==> src/rtl/input_debouncer.sv <==
// ---------------------------------------------------------------------------
// input_debouncer
//
// Cleans raw, asynchronous, bouncy inputs (buttons/switches) so they can drive
// gate inputs directly. Each channel is fully independent: a 2-flop
// synchroniser followed by a counter-based debounce FSM. A new level is only
// accepted after it has been seen on the synchronised input for STABLE_CYCLES
// consecutive cycles; any reversal in between restarts the qualification.
//
// Parameters
//   WIDTH          number of independent input channels
//   STABLE_CYCLES  consecutive synchronised cycles a new level must hold (>=1)
//
// Ports
//   clk        in   1      rising-edge clock
//   rst        in   1      asynchronous, active-high reset (clears everything)
//   in_raw     in   WIDTH  raw asynchronous inputs
//   out_clean  out  WIDTH  debounced, registered levels
//   rise       out  WIDTH  1-cycle pulse when out_clean goes 0->1
//   fall       out  WIDTH  1-cycle pulse when out_clean goes 1->0
//
// Latency: with a clean input change first sampled at edge E0, out_clean and
// the matching rise/fall pulse update at edge E(STABLE_CYCLES+1).
//
// Per-channel FSM state is held in the enum array 'state' and the counter
// array 'cnt', both readable hierarchically for debug.
// ---------------------------------------------------------------------------
module input_debouncer #(
    parameter int WIDTH         = 2,
    parameter int STABLE_CYCLES = 4
) (
    input  logic             clk,
    input  logic             rst,
    input  logic [WIDTH-1:0] in_raw,
    output logic [WIDTH-1:0] out_clean,
    output logic [WIDTH-1:0] rise,
    output logic [WIDTH-1:0] fall
);

    // Counter is wide enough to hold STABLE_CYCLES; it never wraps because
    // the FSM leaves CHECKING once it reaches STABLE_CYCLES-1.
    localparam int              CW   = $clog2(STABLE_CYCLES + 1);
    localparam logic [CW-1:0]   LAST = CW'(STABLE_CYCLES - 1);

    typedef enum logic {
        STABLE   = 1'b0,
        CHECKING = 1'b1
    } state_t;

    logic [WIDTH-1:0] sync1;
    logic [WIDTH-1:0] sync2;
    state_t           state [WIDTH];
    logic [CW-1:0]    cnt   [WIDTH];

    always_ff @(posedge clk or posedge rst) begin
        if (rst) begin
            sync1     <= '0;
            sync2     <= '0;
            out_clean <= '0;
            rise      <= '0;
            fall      <= '0;
            for (int i = 0; i < WIDTH; i++) begin
                state[i] <= STABLE;
                cnt[i]   <= '0;
            end
        end else begin
            sync1 <= in_raw;
            sync2 <= sync1;

            for (int i = 0; i < WIDTH; i++) begin
                // Pulses are single-cycle: cleared unless set below.
                rise[i] <= 1'b0;
                fall[i] <= 1'b0;

                case (state[i])
                    STABLE: begin
                        if (sync2[i] != out_clean[i]) begin
                            if (STABLE_CYCLES == 1) begin
                                // One qualifying sample is enough: accept now.
                                out_clean[i] <= sync2[i];
                                rise[i]      <= sync2[i];
                                fall[i]      <= ~sync2[i];
                            end else begin
                                // This sample is the first of the run.
                                state[i] <= CHECKING;
                                cnt[i]   <= CW'(1);
                            end
                        end
                    end

                    CHECKING: begin
                        if (sync2[i] == out_clean[i]) begin
                            // Bounce back to the current level: drop the run.
                            state[i] <= STABLE;
                            cnt[i]   <= '0;
                        end else if (cnt[i] == LAST) begin
                            out_clean[i] <= sync2[i];
                            rise[i]      <= sync2[i];
                            fall[i]      <= ~sync2[i];
                            state[i]     <= STABLE;
                            cnt[i]       <= '0;
                        end else begin
                            cnt[i] <= cnt[i] + CW'(1);
                        end
                    end

                    default: begin
                        state[i] <= STABLE;
                        cnt[i]   <= '0;
                    end
                endcase
            end
        end
    end

endmodule
==> config.mk <==
export PLATFORM = sky130hd
export DESIGN_NAME = input_debouncer
export DESIGN_NICKNAME = d
export VERILOG_FILES = /design/src/rtl/input_debouncer.sv
export SDC_FILE = /design/constraint.sdc
export NUM_CORES = 1
export LEC_CHECK = 0
export ABC_CLOCK_PERIOD_IN_PS = 1650
export CAP_MARGIN = 20
export CORE_MARGIN = 5
export CORE_UTILIZATION = 35
export DETAILED_ROUTE_END_ITERATION = 16
export HOLD_SLACK_MARGIN = 0.08
export SLEW_MARGIN = 20
export SYNTH_ARGS = -nofsm -noshare
export SYNTH_HDL_FRONTEND = slang
export SYNTH_SLANG_ARGS = --single-unit
==> constraint.sdc <==
create_clock -name clk -period 1.65 [get_ports clk]
set_clock_uncertainty 0.05 [all_clocks]
set_input_delay 0.2475 -clock clk [delete_from_list [all_inputs] [get_ports clk]]
set_output_delay 0.2475 -clock clk [all_outputs]
set_load 0.01 [all_outputs]
==> results of run 1 <==
-- final cells by class --
class | count | area, sq um | area share [%]
well taps | 27 | 33.8 | 3.92
multi-input cells | 33 | 238 | 27.6
repair buffers | 10 | 97.6 | 11.3
inverters | 1 | 3.75 | 0.436
flip-flops and latches | 18 | 452 | 52.5
clock buffers | 4 | 36.3 | 4.22
-- layout by cell type (no fill, tap or decap), drive strengths merged --
cell,instances
nand2,3
ha,2
a22o,1
buf,1
o21ai,4
nor2b,2
and3b,1
and2,2
clkbuf,4
nor2,3
nand4b,1
dfrtp,18
xor2,2
inv,1
nand2b,2
nor3b,4
mux2,2
nand3,1
o21a,3
clkdlybuf4s50,9
-- power groups by stage --
stage | Combinational, mW | Clock, mW | Sequential [mW]
after floorplan | 0.248 | 0 | 0.646
after global placement | 0.365 | 0 | 0.649
after detailed placement | 0.371 | 0 | 0.652
after CTS | 0.372 | 0.289 | 0.643
after global routing | 0.417 | 0.308 | 0.663
final | 0.367 | 0.277 | 0.646
-- registers in the layout (all words and copies together), names as in the netlist --
signal and count:
out_clean 2, cnt 6, rise 2, fall 2
sync2 2, state 2, sync1 2
-- worst paths after layout --
path	endpoint	slack, ps
max	out_clean[1]	70
min	cnt[1]$_DFFE_PP0P_	120
max reg2reg	out_clean[1]$_DFFE_PP0P_	240
min reg2reg	sync2[1]$_DFF_PP0_	310
max in group asynchronous	out_clean[0]$_DFFE_PP0P_	970
min in group clk	sync2[1]$_DFF_PP0_	310
-- synth_stat cells --
| master | n | area, sq um |
|---|---|---|
| a22o_1 | 1 | 8.76 |
| and2_1 | 1 | 6.26 |
| and2_2 | 1 | 7.51 |
| and3b_1 | 1 | 8.76 |
| dfrtp_1 | 18 | 450 |
| ha_1 | 2 | 25.0 |
| inv_1 | 1 | 3.75 |
| mux2_2 | 2 | 22.5 |
| nand2_1 | 3 | 11.3 |
| nand2b_1 | 2 | 12.5 |
| nand3_1 | 1 | 5.00 |
| nand4b_1 | 1 | 8.76 |
| nor2_1 | 3 | 11.3 |
| nor2b_1 | 2 | 12.5 |
| nor3b_1 | 4 | 30.0 |
| o21a_1 | 3 | 22.5 |
| o21ai_0 | 4 | 20.0 |
| xor2_1 | 1 | 8.76 |
| xor2_2 | 1 | 16.3 |
-- worst reg2reg max path, delay by kind of cell (launching register included) --
kind / cells / cell delay, ps
multiplexers: 1 / 340
AND/OR/NAND/NOR: 2 / 300
flip-flops: 1 / 410
adder cells (fa/ha/maj): 1 / 210
-- routing by layer --
metal	wire length, um	vias to the layer above
met4	38	0
met3	42	5
met1	580	203
met2	397	7
li1	-	205
met5	0	-
-- what timing repair did --
| item | CTS | global route |
|---|---|---|
| setup endpoints to repair | 0 | 1 |
| hold endpoints to repair | 0 | 0 |
| resized for setup | 0 | 1 |
-- cells by family after synthesis --
kind of cell	Yosys count	share of synthesized area, %
flip-flops	18	65.1
AO/OA/AOI/OAI	8	7.41
multiplexers	2	3.25
buffers and inverters	1	0.542
XOR/XNOR	2	3.62
AND/OR/NAND/NOR	19	16.5
adder cells (fa/ha/maj)	2	3.62
-- per-stage QoR --
step | total power, mW | cells | utilization, % | setup slack, ps | area (sq um)
6_report | 1.29 | 93 | 44.8 | 72.0 | 861
5_1_grt | 1.39 | 93 | 44.8 | 11.8 | 861
4_1_cts | 1.30 | 93 | 44.7 | 4.44 | 860
3_5_place_dp | 1.02 | 89 | 42.8 | 256 | 823
3_3_place_gp | 1.01 | 89 | 42.8 | 278 | 823
2_1_floorplan | 0.894 | 52 | - | 345 | 692
==> impl_metrics.py, run 1 <==
metrics = {
    "synth": {
        "syn_area_sq_um": 692,
        "syn_nets": 58,
        "yosys_register_bits": 18,
        "syn_inst": 52,
        "synth.distinct_cells": 19,
        "yosys_warnings": 0,
        "syn-mean-instance-area_sq_um": 13.3,
        "synth_seq_area_share_pct": 65.1,
    },
    "hold_path": {
        "hold_class": "input port to asynchronous set/reset pin",
    },
    "worst_setup_path": {
        "path_max_fanout": 5,
        "arrival_ps": 1280,
        "rr_worst_depth": 4,
        "worstPathRequired_ps": 1350,
        "worstSetupPathType": "flip-flop to primary output",
        "slowest_stage": "clkdlybuf4s50_1",
        "crit_family": "buffers and inverters",
        "slowest_delay_ps": 560,
        "crit_start": "out_clean[1]$_DFFE_PP0P_",
        "critical_path_depth": 1,
        "cp_cell_sequence": "clkdlybuf4s50_1",
        "critPathCaptureType": "primary output",
        "path_buf_inv": 1,
        "critPathLaunchType": "flip-flop",
        "reg2reg_from": "cnt[0]$_DFFE_PP0P_",
    },
    "drt": {
        "finalWirelength_um": 1060,
        "dr.first_iter.drc_count": 2,
        "via_per_inst": 4.52,
        "routed-via-count": 420,
        "postRouteAntennaNets": 0,
        "dr.pass1.iters": 2,
        "drcViolationCount": 0,
        "post_drt_wl_per_cell_um": 11.4,
    },
    "power": {
        "share_comb_of_total_power_pct": 28.5,
        "p_int_uw": 891,
        "seqPwrFrac_pct": 50.1,
        "leakagePower_nw": 0.379,
        "p_sw_uw": 399,
        "swShare_pct": 30.9,
        "clock_power_share_pct": 21.5,
        "power_density_mw_per_mm2": 1500,
        "irDropWorstVdd_mv": 0.633,
    },
    "timing": {
        "relSlewSlack_pct": 74.3,
        "min_period_ps": 1580,
        "worst_pin_slew_ps": 385,
        "drv_slew": 0,
        "rsz0062_at_grt": "no",
        "fmaxAchievable_mhz": 634,
        "tns_ps": 0,
        "hold_viol_final": 0,
        "fin_crit_sh_pct": 95.6,
        "setup_viol": 0,
        "holdWs_ps": 116,
    },
    "job": {
        "cap_violations": 0,
    },
    "clock_tree": {
        "holdBufCountCts": 0,
        "cts.sinks": 18,
        "ctsHtreeMaxLevel": 1,
        "path_clk_slew_ps": 100,
        "clk_path_buf_depth": 2,
        "postCtsSetupBuffers": 0,
        "cts-root-buf": "clkbuf_4",
        "insertion_delay_ps": 300,
        "tritoncts": "built",
        "cts_inserted_buffers": 3,
    },
    "place": {
        "portBuffers": 9,
        "gp_congestion": 0.771,
        "dp_hpwl_um": 741,
    },
    "global_route": {
        "grt_remaining_overflow": 0,
        "grtUsageMet3_pct": 3.54,
        "gr-usage-all-layers_pct": 9.79,
        "grt_use_met1_pct": 13.1,
        "grt_pass1_wl_um": 1950,
        "use_met2_pct": 12.0,
        "antenna_found_initial": 0,
        "grt_pass1_vias": 435,
        "grt.busiest_layer": "met1",
        "grt_max_degree": 13,
    },
    "floorplanning": {
        "io_pins": 10,
        "rows": 16,
        "die_h_um": 54.5,
        "core_sq_mm": 0.00192,
        "fp.dieW_um": 54.5,
        "start_util_pct": 36.0,
        "die_area_sq_mm": 0.00297,
    },
    "outcome": {
        "status": "complete, no violations",
    },
    "finish": {
        "antenna_cells": 0,
        "fillers": 191,
        "nNetsFinal": 73,
        "drive_gt1_share_pct": 15.2,
        "syn2layout_area_growth_pct": 24.4,
    },
}
Note: power is estimated with default switching activity, not from simulation.
==> inputs of run 2 (changes only) <==
==> constraint.sdc (replaced) <==
create_clock -name clk -period 1.65 [get_ports clk]
set_clock_uncertainty 0.05 [all_clocks]
set_input_delay 0.165 -clock clk [delete_from_list [all_inputs] [get_ports clk]]
set_output_delay 0.165 -clock clk [all_outputs]
set_load 0.01 [all_outputs]
==> run 2 against run 1 <==
  * Worst hold slack better by 140 ps
  * Sequential share of layout area down 1.1 points
  * Power down 1.5%
  * Critical path type unchanged
  * Via count up 2.1%
  * First-iteration DRC count up 100%
  * Global-route usage down 1.4 points
==> impl_metrics.py, run 2 (same netlist as run 1, synthesis figures left out) <==
metrics = {
    "drt": {
        "dr.pass1.iters": 4,
        "post_drt_wl_per_cell_um": 10.2,
        "routed-via-count": 429,
        "postRouteAntennaNets": 0,
        "dr.first_iter.drc_count": 4,
        "via_per_inst": 4.52,
        "drcViolationCount": 0,
        "finalWirelength_um": 968,
    },
    "hold_path": {
        "min_from": "in_raw[1]",
        "hold_class": "input port to flip-flop",
    },
    "clock_tree": {
        "cts_resized": 0,
        "holdBufCountCts": 1,
        "path_clk_slew_ps": 100,
        "cts-root-buf": "clkbuf_4",
        "tritoncts": "built",
        "insertion_delay_ps": 280,
        "ctsHtreeMaxLevel": 1,
        "postCtsSetupBuffers": 0,
        "cts_inserted_buffers": 3,
        "clk_path_buf_depth": 2,
        "cts.sinks": 18,
    },
    "global_route": {
        "grt_max_degree": 11,
        "grt_pass1_wl_um": 1740,
        "grt_remaining_overflow": 0,
        "antenna_found_initial": 0,
        "grt_pass1_vias": 420,
        "gr-usage-all-layers_pct": 8.40,
    },
    "worst_setup_path": {
        "path_buf_inv": 1,
        "slowest_stage": "clkdlybuf4s50_1",
        "worstPathRequired_ps": 1430,
        "worstSetupPathType": "flip-flop to primary output",
        "reg2reg_from": "cnt[0]$_DFFE_PP0P_",
        "critPathCaptureType": "primary output",
        "crit_start": "out_clean[0]$_DFFE_PP0P_",
        "crit_family": "buffers and inverters",
        "path_max_fanout": 5,
        "cp_cell_sequence": "clkdlybuf4s50_1",
        "critPathLaunchType": "flip-flop",
        "arrival_ps": 1310,
        "slowest_delay_ps": 570,
    },
    "floorplanning": {
        "die_area_sq_mm": 0.00297,
        "io_pins": 10,
        "start_util_pct": 36.0,
        "rows": 16,
        "die_h_um": 54.5,
        "core_sq_mm": 0.00192,
        "fp.dieW_um": 54.5,
    },
    "finish": {
        "final_common_cell": "dfrtp_1",
        "final_cells": 95,
        "fillers": 176,
        "largest_register": "cnt",
        "antenna_cells": 0,
        "final_cell_mix": "18 x dfrtp_1, 9 x clkdlybuf4s50_1, 4 x nor3b_1, 4 x o21ai_0",
        "nNetsFinal": 75,
        "syn2layout_area_growth_pct": 26.8,
        "largest_register_ff_count": 6,
        "fin_util_pct": 45.6,
        "drive_gt1_share_pct": 14.7,
    },
    "place": {
        "portBuffers": 9,
        "dp_hpwl_um": 750,
        "gp_congestion": 0.774,
        "dp_cells": 90,
    },
    "timing": {
        "tns_ps": 0,
        "worst_pin_slew_ps": 395,
        "setup_viol": 0,
        "relSlewSlack_pct": 73.6,
        "fin_crit_sh_pct": 92.1,
        "min_period_ps": 1520,
        "holdWs_ps": 260,
        "rsz0062_at_grt": "no",
        "hold_viol_final": 0,
        "fmaxAchievable_mhz": 658,
        "drv_slew": 0,
    },
    "power": {
        "leakagePower_nw": 0.389,
        "irDropWorstVdd_mv": 0.728,
        "power_density_mw_per_mm2": 1450,
    },
    "outcome": {
        "status": "complete, no violations",
    },
    "job": {
        "cap_violations": 0,
    },
}
run 2: changes by cell type in the layout (fill, tap and decap cells not counted), sizes merged:
cell         delta
buf             +1
dlygate4sd3     +1
run 2: layout make-up:
class	count	area, sq um	share of cell area [%]
well taps	27	33.8	3.85
repair buffers	12	115	13.1
multi-input cells	33	238	27.1
clock buffers	4	36.3	4.14
inverters	1	3.75	0.428
flip-flops and latches	18	450	51.4
run 2: metrics by stage:
step           power [mW]  instance area, sq um  setup slack [ps]
6_report             1.27                   877               130
5_1_grt              1.37                   877              60.9
4_1_cts              1.30                   877               112
3_5_place_dp         1.03                   831               280
3_3_place_gp         1.02                   831               277
2_1_floorplan       0.894                   692               345
run 2: worst paths after layout:
check | slack [ps] | to | cells after the start
max | 130 | out_clean[0] | 1
min | 260 | sync1[1]$_DFF_PP0_ | 1
max in group asynchronous | 530 | state[1]$_DFF_PP0_ | 4
max reg2reg | 270 | out_clean[1]$_DFFE_PP0P_ | 4
min in group asynchronous | 630 | cnt[2]$_DFFE_PP0P_ | 3
min reg2reg | 310 | sync2[0]$_DFF_PP0_ | 0
run 2: routing by layer:
metal / track usage (%) / wire length, um
met3: 2.45 / 31
met5: 0 / 0
met2: 12.5 / 462
met1: 10.7 / 459
met4: 4.98 / 14
run 2: report_power, final:
part | internal [mW] | total, mW | switching, mW
clock network | 0.134 | 0.257 | 0.123
registers | 0.542 | 0.639 | 0.0970
logic | 0.216 | 0.373 | 0.157
run 2: worst reg2reg max path, stage by stage, from the launching register on:
cell and delay (ps):
dfrtp_1 400, ha_1 200, nor2b_1 150, nand2_1 130, mux2_2 340
==> inputs of run 3 (changes only) <==
--- a/config.mk
+++ b/config.mk
@@ -6,7 +6,6 @@
 export NUM_CORES = 1
 export LEC_CHECK = 0
 export ABC_CLOCK_PERIOD_IN_PS = 1650
-export CAP_MARGIN = 20
 export CORE_MARGIN = 5
 export CORE_UTILIZATION = 35
 export DETAILED_ROUTE_END_ITERATION = 16
==> results of run 3 <==
No change in the layout: final DEF, timing and power equal those of run 2.
